`src/rtl/sprite_pkg.sv`:
```
`default_nettype none
// ============================================================================
//  Module      : sprite_pkg
//  Description : Shared definitions for the sprite compositor: coordinate and
//                colour widths, game-state encodings, colour keys, per-state
//                background colours and a channel-halving helper.
//  Revision    : 1.0  initial release
// ============================================================================
package sprite_pkg;

    localparam int COORD_W  = 16;
    localparam int COLOUR_W = 24;
    localparam int GS_W     = 4;

    typedef enum logic [GS_W-1:0] {
        GS_START = 4'd0,
        GS_PLAY  = 4'd1,
        GS_PAUSE = 4'd2,
        GS_WIN   = 4'd3,
        GS_LOSE  = 4'd4
    } game_state_e;

    localparam logic [COLOUR_W-1:0] TRANSPARENT_KEY = 24'hFF0096;
    localparam logic [COLOUR_W-1:0] BG_PLAY         = 24'h2222EE;
    localparam logic [COLOUR_W-1:0] BG_WIN          = 24'h00AA00;
    localparam logic [COLOUR_W-1:0] BG_LOSE         = 24'hAA0000;

    // Dim a colour by halving each 8-bit channel independently, so no bit
    // leaks from one channel into the next.
    function automatic logic [COLOUR_W-1:0] halve_channels(input logic [COLOUR_W-1:0] c);
        return {1'b0, c[23:17], 1'b0, c[15:9], 1'b0, c[7:1]};
    endfunction

    // States in which sprites are drawn and collisions are recorded.
    function automatic logic is_active_state(input logic [GS_W-1:0] gs);
        return (gs >= GS_PLAY) && (gs <= GS_LOSE);
    endfunction

endpackage
`default_nettype wire

```
`src/rtl/delay_line.sv`:
```
`default_nettype none
// ============================================================================
//  Module      : delay_line
//  Description : DEPTH-stage register pipeline used to align per-pixel control
//                with the sprite ROM read latency. All stages clear on reset.
//  Ports       : clk    - clock
//                rst_n  - synchronous active-low reset
//                d_i    - WIDTH-bit input
//                q_o    - input delayed by DEPTH cycles
//  Revision    : 1.0  initial release
// ============================================================================
module delay_line #(
    parameter int WIDTH = 1,
    parameter int DEPTH = 1
) (
    input  logic             clk,
    input  logic             rst_n,
    input  logic [WIDTH-1:0] d_i,
    output logic [WIDTH-1:0] q_o
);

    logic [WIDTH-1:0] stage_q [DEPTH];

    always_ff @(posedge clk) begin
        if (!rst_n) begin
            for (int i = 0; i < DEPTH; i++) begin
                stage_q[i] <= '0;
            end
        end else begin
            stage_q[0] <= d_i;
            for (int i = 1; i < DEPTH; i++) begin
                stage_q[i] <= stage_q[i-1];
            end
        end
    end

    assign q_o = stage_q[DEPTH-1];

endmodule
`default_nettype wire

```
`src/rtl/sprite_compositor.sv`:
```
`default_nettype none
// ============================================================================
//  Module      : sprite_compositor
//  Description : Multi-layer sprite compositor for the VGA pixel path. Each
//                sprite is hit-tested against the current pixel, its ROM is
//                addressed (with optional horizontal flip), and after the ROM
//                latency the lowest-index opaque sprite wins over a
//                state-dependent background. Sprite-0 collisions against the
//                other layers are accumulated per frame.
//  Ports       : VGA_clk, rst_n         - pixel clock, sync active-low reset
//                display_on, frame_start, X, Y - raster timing inputs
//                game_state             - 0 start,1 play,2 pause,3 win,4 lose
//                sprite_en/flip/x/y/frame - per-sprite controls (packed)
//                rom_row/col/frame      - per-sprite ROM address outputs
//                rom_data               - per-sprite ROM colour, ROM_LATENCY late
//                RGB                    - registered composited pixel
//                collide                - per-frame collision flags (bit 0 = 0)
//  Revision    : 1.0  initial release
// ============================================================================
module sprite_compositor
    import sprite_pkg::*;
#(
    parameter int          NUM_SPRITES = 4,
    parameter int          SPRITE_W    = 37,
    parameter int          SPRITE_H    = 42,
    parameter int          FRAME_W     = 2,
    parameter int          ROM_LATENCY = 1,
    parameter logic [23:0] TRANSPARENT = TRANSPARENT_KEY,
    parameter logic [23:0] BG_COLOUR   = BG_PLAY
) (
    input  logic                           VGA_clk,
    input  logic                           rst_n,
    input  logic                           display_on,
    input  logic                           frame_start,
    input  logic [15:0]                    X,
    input  logic [15:0]                    Y,
    input  logic [3:0]                     game_state,
    input  logic [NUM_SPRITES-1:0]         sprite_en,
    input  logic [NUM_SPRITES-1:0]         sprite_flip,
    input  logic [16*NUM_SPRITES-1:0]      sprite_x,
    input  logic [16*NUM_SPRITES-1:0]      sprite_y,
    input  logic [FRAME_W*NUM_SPRITES-1:0] sprite_frame,
    output logic [16*NUM_SPRITES-1:0]      rom_row,
    output logic [16*NUM_SPRITES-1:0]      rom_col,
    output logic [FRAME_W*NUM_SPRITES-1:0] rom_frame,
    input  logic [24*NUM_SPRITES-1:0]      rom_data,
    output logic [23:0]                    RGB,
    output logic [NUM_SPRITES-1:0]         collide
);

    localparam logic [COORD_W-1:0] c_SPRITE_W = COORD_W'(SPRITE_W);
    localparam logic [COORD_W-1:0] c_SPRITE_H = COORD_W'(SPRITE_H);
    localparam logic [COORD_W-1:0] c_LAST_COL = COORD_W'(SPRITE_W - 1);

    // ------------------------------------------------------------------
    // Hit test and ROM addressing. Offsets use wrapping subtraction, so a
    // pixel left of / above a sprite becomes a huge offset and misses.
    // ------------------------------------------------------------------
    logic [NUM_SPRITES-1:0] hit_w;

    generate
        for (genvar i = 0; i < NUM_SPRITES; i++) begin : g_sprite
            logic [COORD_W-1:0] dx_w;
            logic [COORD_W-1:0] dy_w;

            assign dx_w     = X - sprite_x[COORD_W*i +: COORD_W];
            assign dy_w     = Y - sprite_y[COORD_W*i +: COORD_W];
            assign hit_w[i] = sprite_en[i] & (dx_w < c_SPRITE_W) & (dy_w < c_SPRITE_H);

            // Addresses are driven regardless of hit; data is discarded later.
            assign rom_row[COORD_W*i +: COORD_W] = dy_w;
            assign rom_col[COORD_W*i +: COORD_W] = sprite_flip[i] ? (c_LAST_COL - dx_w) : dx_w;
        end
    endgenerate

    assign rom_frame = sprite_frame;

    // ------------------------------------------------------------------
    // Align per-pixel control with the returning ROM data.
    // ------------------------------------------------------------------
    logic [NUM_SPRITES-1:0] hit_dly_w;
    logic                   disp_dly_w;
    logic                   fs_dly_w;
    logic [GS_W-1:0]        gs_dly_w;

    delay_line #(.WIDTH(NUM_SPRITES), .DEPTH(ROM_LATENCY)) u_dly_hit (
        .clk(VGA_clk), .rst_n(rst_n), .d_i(hit_w),       .q_o(hit_dly_w)
    );
    delay_line #(.WIDTH(1),           .DEPTH(ROM_LATENCY)) u_dly_disp (
        .clk(VGA_clk), .rst_n(rst_n), .d_i(display_on),  .q_o(disp_dly_w)
    );
    delay_line #(.WIDTH(1),           .DEPTH(ROM_LATENCY)) u_dly_fs (
        .clk(VGA_clk), .rst_n(rst_n), .d_i(frame_start), .q_o(fs_dly_w)
    );
    delay_line #(.WIDTH(GS_W),        .DEPTH(ROM_LATENCY)) u_dly_gs (
        .clk(VGA_clk), .rst_n(rst_n), .d_i(game_state),  .q_o(gs_dly_w)
    );

    // ------------------------------------------------------------------
    // Opacity and background selection.
    // ------------------------------------------------------------------
    logic [NUM_SPRITES-1:0] opaque_w;
    logic [23:0]            bg_w;

    generate
        for (genvar i = 0; i < NUM_SPRITES; i++) begin : g_opaque
            assign opaque_w[i] = hit_dly_w[i] & (rom_data[24*i +: 24] != TRANSPARENT);
        end
    endgenerate

    always_comb begin
        bg_w = '0;
        case (gs_dly_w)
            GS_PLAY, GS_PAUSE: bg_w = BG_COLOUR;
            GS_WIN:            bg_w = BG_WIN;
            GS_LOSE:           bg_w = BG_LOSE;
            default:           bg_w = '0;
        endcase
    end

    // ------------------------------------------------------------------
    // Priority chain: the highest index falls back to the background and
    // each lower index overrides everything above it when opaque, so link 0
    // carries the lowest-index opaque colour.
    // ------------------------------------------------------------------
    generate
        for (genvar i = 0; i < NUM_SPRITES; i++) begin : g_prio
            logic [23:0] sel_w;
            if (i == NUM_SPRITES - 1) begin : g_tail
                assign sel_w = opaque_w[i] ? rom_data[24*i +: 24] : bg_w;
            end else begin : g_link
                assign sel_w = opaque_w[i] ? rom_data[24*i +: 24] : g_prio[i+1].sel_w;
            end
        end
    endgenerate

    // ------------------------------------------------------------------
    // Compose and collision next-state.
    // ------------------------------------------------------------------
    logic [23:0]            rgb_d,     rgb_q;
    logic [NUM_SPRITES-1:0] collide_d, collide_q;
    logic [NUM_SPRITES-1:0] sticky_d,  sticky_q;
    logic [NUM_SPRITES-1:0] contrib_w;
    logic                   active_w;

    assign active_w = is_active_state(gs_dly_w);

    always_comb begin
        rgb_d = '0;
        if (disp_dly_w) begin
            case (gs_dly_w)
                GS_PLAY, GS_WIN, GS_LOSE: rgb_d = g_prio[0].sel_w;
                GS_PAUSE:                 rgb_d = halve_channels(g_prio[0].sel_w);
                default:                  rgb_d = '0;
            endcase
        end
    end

    // Sprite 0 never collides with itself, so bit 0 stays clear.
    always_comb begin
        contrib_w = '0;
        for (int i = 1; i < NUM_SPRITES; i++) begin
            contrib_w[i] = opaque_w[0] & opaque_w[i] & disp_dly_w & active_w;
        end
    end

    // On the frame boundary the finished frame (plus this pixel) is
    // published and the new frame's accumulator starts from this pixel.
    always_comb begin
        collide_d = collide_q;
        sticky_d  = sticky_q | contrib_w;
        if (fs_dly_w) begin
            collide_d = sticky_q | contrib_w;
            sticky_d  = contrib_w;
        end
    end

    always_ff @(posedge VGA_clk) begin
        if (!rst_n) begin
            rgb_q     <= '0;
            collide_q <= '0;
            sticky_q  <= '0;
        end else begin
            rgb_q     <= rgb_d;
            collide_q <= collide_d;
            sticky_q  <= sticky_d;
        end
    end

    assign RGB     = rgb_q;
    assign collide = collide_q;

endmodule
`default_nettype wire

```
`config.mk`:
```
export PLATFORM = sky130hd
export DESIGN_NAME = sprite_compositor
export DESIGN_NICKNAME = d
export VERILOG_FILES = /design/src/rtl/sprite_pkg.sv /design/src/rtl/delay_line.sv /design/src/rtl/sprite_compositor.sv
export SDC_FILE = /design/constraint.sdc
export NUM_CORES = 1
export LEC_CHECK = 0
export CORE_AREA = 2 2 171 173
export DETAILED_ROUTE_END_ITERATION = 8
export DIE_AREA = 0 0 173 175
export HOLD_SLACK_MARGIN = 0.03
export PLACE_DENSITY = 0.66
export SKIP_CTS_REPAIR_TIMING = 1
export SYNTH_ARGS = -nofsm -noshare
export SYNTH_HDL_FRONTEND = slang
export SYNTH_HIERARCHICAL = 1
export SYNTH_SLANG_ARGS = --single-unit
```
`constraint.sdc`:
```
create_clock -name VGA_clk -period 6.95 [get_ports VGA_clk]
set_input_delay 1.0425 -clock VGA_clk [delete_from_list [all_inputs] [get_ports VGA_clk]]
set_output_delay 1.0425 -clock VGA_clk [all_outputs]
set_load 0.03 [all_outputs]
```
### Yosys cells after proc, flatten, opt, wreduce, memory -nomap -nowiden

Memory sizes are Yosys's and may differ from the RTL's.
Index checks and enable logic that the tools add are counted.

| storage, ports and cells | value |
|---|---|
| register bits | 32 |
| RAM bits | 10 |
| output and inout bits | 164 |
| logic and storage cells | 91 |
| memories | 4 |

| cells by class | value |
|---|---|
| $add $sub $neg | 12 |
| magnitude comparators | 10 |
| equal/unequal tests | 8 |
| muxes and demuxes | 21 |
| bitwise gates (word level) | 23 |
| reductions and logical operators | 9 |

Memory list:

| memory | depth | width | read ports | clocked after memory_dff | wr ports | line | text |
|---|---|---|---|---|---|---|---|
| u_dly_gs.stage_q | 1 | 4 | 1 | 0 | 1 | delay_line.sv:22 | `logic [WIDTH-1:0] stage_q [DEPTH];` |
| u_dly_hit.stage_q | 1 | 4 | 1 | 0 | 1 | delay_line.sv:22 |  |
| u_dly_disp.stage_q | 1 | 1 | 1 | 0 | 1 | delay_line.sv:22 |  |
| u_dly_fs.stage_q | 1 | 1 | 1 | 0 | 1 | delay_line.sv:22 |  |

Operator list:

| kind | number |
|---|---|
| $lt 16x6->1 const B | 8 |
| $sub 16x16->16 | 8 |
| $mux 24 | 4 |
| $ne 24x24->1 const B | 4 |
| $pmux 24 s3 | 1 |
| $mux 16 | 4 |
| $sub 6x16->16 const A | 4 |
| $pmux 24 s2 | 1 |
| $and 1x1->1 | 21 |
| $mux 4 | 3 |
| $eq 4x2->1 const B | 2 |
| $mux 1 | 8 |
| $reduce_or 4->1 | 2 |
| $eq 4x1->1 const B | 1 |
| $eq 4x3->1 const B | 1 |
| $ge 4x1->1 const B | 1 |
| $le 4x3->1 const B | 1 |
| $or 4x4->4 | 1 |
| $reduce_or 2->1 | 2 |
| $reduce_or 3->1 | 1 |
| $reduce_and 2->1 | 1 |
| $reduce_or 1->1 | 2 |
| $logic_and 1x1->1 | 1 |
| $not 1->1 | 1 |

### Depth between registers and ports, before layout

An unclocked memory read counts as a cell.

| logic depth | value |
|---|---|
| depth in word-level cells | 9 |
| gate-level depth with buffers | 15 |

### Hierarchy

Netlist, hierarchy kept.

By module, submodules not included:

| module | instances | cells an instance | area an instance (um^2) | seq. area each (um^2) |
|---|---|---|---|---|
| sprite_compositor | 1 | 1354 | 9331.4 | 600.6 |
| delay_line at u_dly_gs ... | 2 | 8 | 105.1 | 80.1 |
| delay_line at u_dly_disp ... | 2 | 2 | 26.3 | 20.0 |

### Least setup slack after synthesis

OpenSTA, ideal clock, no wires.

| timing path | value |
|---|---|
| path kind | input -> output |
| from | input X[0] |
| to | output rom_col[29] |
| arrival | 4240 ps |
| path slack | 1667 ps |
| cell stages on the path | 14 |
| buffers on the path | 0 |
| path through | inv_1 -> ha_1 -> inv_1 -> fa_1 -> a211oi_1 -> or2_1 -> nand2b_1 -> a211oi_2 -> a22oi_1 -> a21o_1 -> or2_2 -> or3_1 -> o31ai_1 -> xor2_1 |

| on the way | value |
|---|---|
| cells in the longest elaborated chain, start to end | 3 |

RTL lines:

| element | line | text |
|---|---|---|
| start: declaration | sprite_compositor.sv:35 | `input logic [15:0] X,` |
| $sub 16x16->16 (*) | sprite_compositor.sv:66 | `assign dx_w = X - sprite_x[COORD_W*i +: COORD_W];` |
| $sub 6x16->16 | sprite_compositor.sv:72 | `assign rom_col[COORD_W*i +: COORD_W] = sprite_flip[i] ? (c_LAST_COL - dx_w) : dx_w;` |
| $mux 16 (*) | sprite_compositor.sv:72 |  |
| end: declaration | sprite_compositor.sv:44 | `output logic [16*NUM_SPRITES-1:0] rom_col,` |

Every way passes the cells marked *; elsewhere a longest branch is shown, timed or not.

### Final worst setup path

Same ends and word-level chain as after synthesis.

==> reports/results.ini <==
[power_and_ir_drop]
power_mw=2.28
pwr-share-seq=0.104
worst_ir_drop_vdd_uv=126
p_leak_nw=6.02
swShare=0.497
clkPwrFrac=0.101
p_switching_mw=1.13
p_per_area_mw_per_mm2=159
p_int_mw=1.15
pwr-share-comb=0.795

[sta]
hold_viol=0
worst_pin_slew_ns=0.934
fin_worst_skew_ns=0.00714
finalCritPeriodShare=0.930
finalSetupTns_ns=0
maxSlewHeadroom=0.375
report.final.slew_viol_count=0
max_clock_freq_mhz=155
fin_crit_ns=6.46
whs_ns=0.522
rsz0062_at_grt=no
setup_violations=0

[detailed_routing]
ant_nets=0
drt_iter0_markers=627
routedWlPerCell_um=18.8
drc=0
drt-vias-per-instance=5.33
dr_wl_met2_um=20300
drtPass1Iterations=5
wl_met1_um=16300
vias=11489
top_layer_used=met5
wirelength_um=40500
wl_met3_um=2750

[final_layout]
areaGrowthSynthToFinish_pct=49.3
design_area_sq_mm=0.0143
drive_above_1_share=0.0170
fill_cells=2770
final_net_count=2180

[critical_path]
startpoint_type=input port
crit_start=X[0]
r2r_end=collide[1]
r2r_cells=5
arrival_ns=5.42
path_max_fanout=4
end_kind=primary output
worst-setup-path-type=input port to primary output
rrSetupSlack_ns=4.67
r2r-start=u_dly_hit/stage_q[0][0]
slowest_stage=clkdlybuf4s50_1
max_stage_delay_ns=0.70
crit_end=rom_col[29]
cp_cell_sequence=clkdlybuf4s50_1 > inv_1 > ha_1 > inv_1 > fa_1 > a211oi_1 > or2_1 > nand2b_1 > a211oi_2 > a22oi_1 > a21o_1 > or2_2 > or3_1 > o31ai_1 > xor2_1 > clkdlybuf4s50_1
worstPathRequired_ns=5.91

[cts]
h-tree-depth=2
cts_buffer_depth=2
clockRootBuffer=clkbuf_16
clk_pin_slew_ns=0.06
numCtsBuffers=5
clock_latency_ns=0.30
cts_tree=yes
cts_sinks=40

[yosys]
synth_top_area_share=0.162
yosys-top-cells-area=ha_1, xnor2_1, dfxtp_1
synthDistinctLibCells=76
synth_top_area_cell=ha_1
synth_edf_count=0
yosysMostFrequentCell=inv_1
synth_area_sq_mm=0.00959
async_reset_ff_frac=0
synthTopCellsByCount=inv_1, ha_1, o21ai_0
synthCells=1374
synth_ff_type=dfxtp_1
ys_ff_latch=40
yosysSeqAreaShare=0.0835
syn-mean-instance-area_sq_um=6.98
yosysWarnings=6
syn_nets=1786

[global_route]
grt_remaining_overflow=0
grt.total_usage=0.253
grt_antenna_before_repair=3
grt_pass1_wl_um=61300
grt_max_degree=29
grt_pass1_vias=11204

[floorplan]
num_rows=62
die_w_um=173
core-area_sq_mm=0.0284
die_h_um=175
die_area_sq_mm=0.0303
start_util=0.338
io_pins=444

[worst_hold_path]
hold_path.class=flip-flop to flip-flop

[place]
place_area_sq_mm=0.0142
io_buffer_count=426
detailed_place_hpwl_um=35200
place_congestion=0.945

[run_status]
status=finished clean

[flow_run]
maxCapViolations=0

layout make-up:
class                      count  area, sq um  share of cell area
clock buffer                   5          125             0.00874
sequential                    40          801              0.0559
timing repair buffer         430         4290               0.300
antenna                        2         5.00            0.000349
clock inverter                 2         12.5            0.000874
multi-input combinational   1132         8010               0.559
tap                          384          480              0.0335
inverter                     159          597              0.0417
flip-flops by register name (all words and copies together), names as in the netlist:
signal,cells
RGB,24
collide,3
sticky_q,3
u_dly_disp/stage_q,1
u_dly_fs/stage_q,1
u_dly_gs/stage_q,4
u_dly_hit/stage_q,4
stage by stage:
stage	utilization	worst slack, ns	instances
3_5_place_dp	0.499	0.488	2145
6_report	0.504	0.487	2154
4_1_cts	0.504	0.475	2152
5_1_grt	0.504	0.136	2153
2_1_floorplan	-	1.67	1374
3_3_place_gp	0.499	0.503	2145
per-layer routing:
| layer | track usage | vias up |
|---|---|---|
| met2 | 0.478 | 454 |
| li1 | - | 5703 |
| met3 | 0.0513 | 62 |
| met4 | 0.0664 | 2 |
| met1 | 0.288 | 5268 |
| met5 | 0 | - |
worst min path at each step:
stage                      from          to  depth (start not counted)  slack (ns)
finish              sticky_q[2]  collide[2]                          2        0.52
detailed placement  sticky_q[2]  collide[2]                          2        0.51
global placement    sticky_q[3]  collide[3]                          2        0.49
floorplan           sticky_q[1]  collide[1]                          2        0.48
CTS                 sticky_q[2]  collide[2]                          2        0.52
global route        sticky_q[1]  collide[1]                          2        0.56
logic make-up (layout without fill, tap and decap cells):
logic type | Yosys count | in the layout | share of synthesized area
other cells | 1 | 3 | 0.000391
fa+ha+maj | 132 | 132 | 0.178
simple gates | 397 | 397 | 0.216
flops | 40 | 40 | 0.0835
compound gates | 442 | 442 | 0.292
xor+xnor | 155 | 155 | 0.141
buf+inv | 202 | 596 | 0.0825
mux | 5 | 5 | 0.00522
layout by cell type, fill, tap and decap left out, types with 6 or more instances in the layout:
cell type,count
a211oi_1,17
o21bai_1,9
nor4_1,17
a21o_1,29
o22ai_1,28
o21a_1,31
a21oi_1,111
xnor2_1,109
or3_1,9
a31oi_1,6
nand2b_1,19
dfxtp_1,40
nand3_1,15
nor3_1,30
nand4_1,8
and2_1,17
nor2b_1,27
o31a_1,15
a211o_1,6
xor2_1,46
inv_1,159
clkdlybuf4s50_1,426
nor2_1,100
o31ai_1,14
o21ai_0,113
ha_1,124
o211ai_1,9
a21boi_0,7
and3_1,6
nand4b_1,7
or4_1,13
a22oi_1,13
nand2_1,91
fa_1,8
power groups by stage:
| stage | combinational, mW | sequential, mW | clock (mW) |
|---|---|---|---|
| final | 1.81 | 0.237 | 0.229 |
| after floorplan | 1.07 | 0.243 | 0 |
| after detailed placement | 1.80 | 0.243 | 0 |
| after CTS | 1.82 | 0.237 | 0.232 |
| after global placement | 1.80 | 0.242 | 0 |
| after global routing | 1.94 | 0.238 | 0.242 |
critical path: cells and delay by family:
family | cells | cell delay, ns
AOI/OAI and AO/OA | 5 | 1.25
xor gates and xnor gates | 1 | 0.20
adders and majority gates | 2 | 0.61
buffers and inverters | 4 | 1.30
and+or+nand+nor | 4 | 1.01
Power figures use the tool's default switching activity.
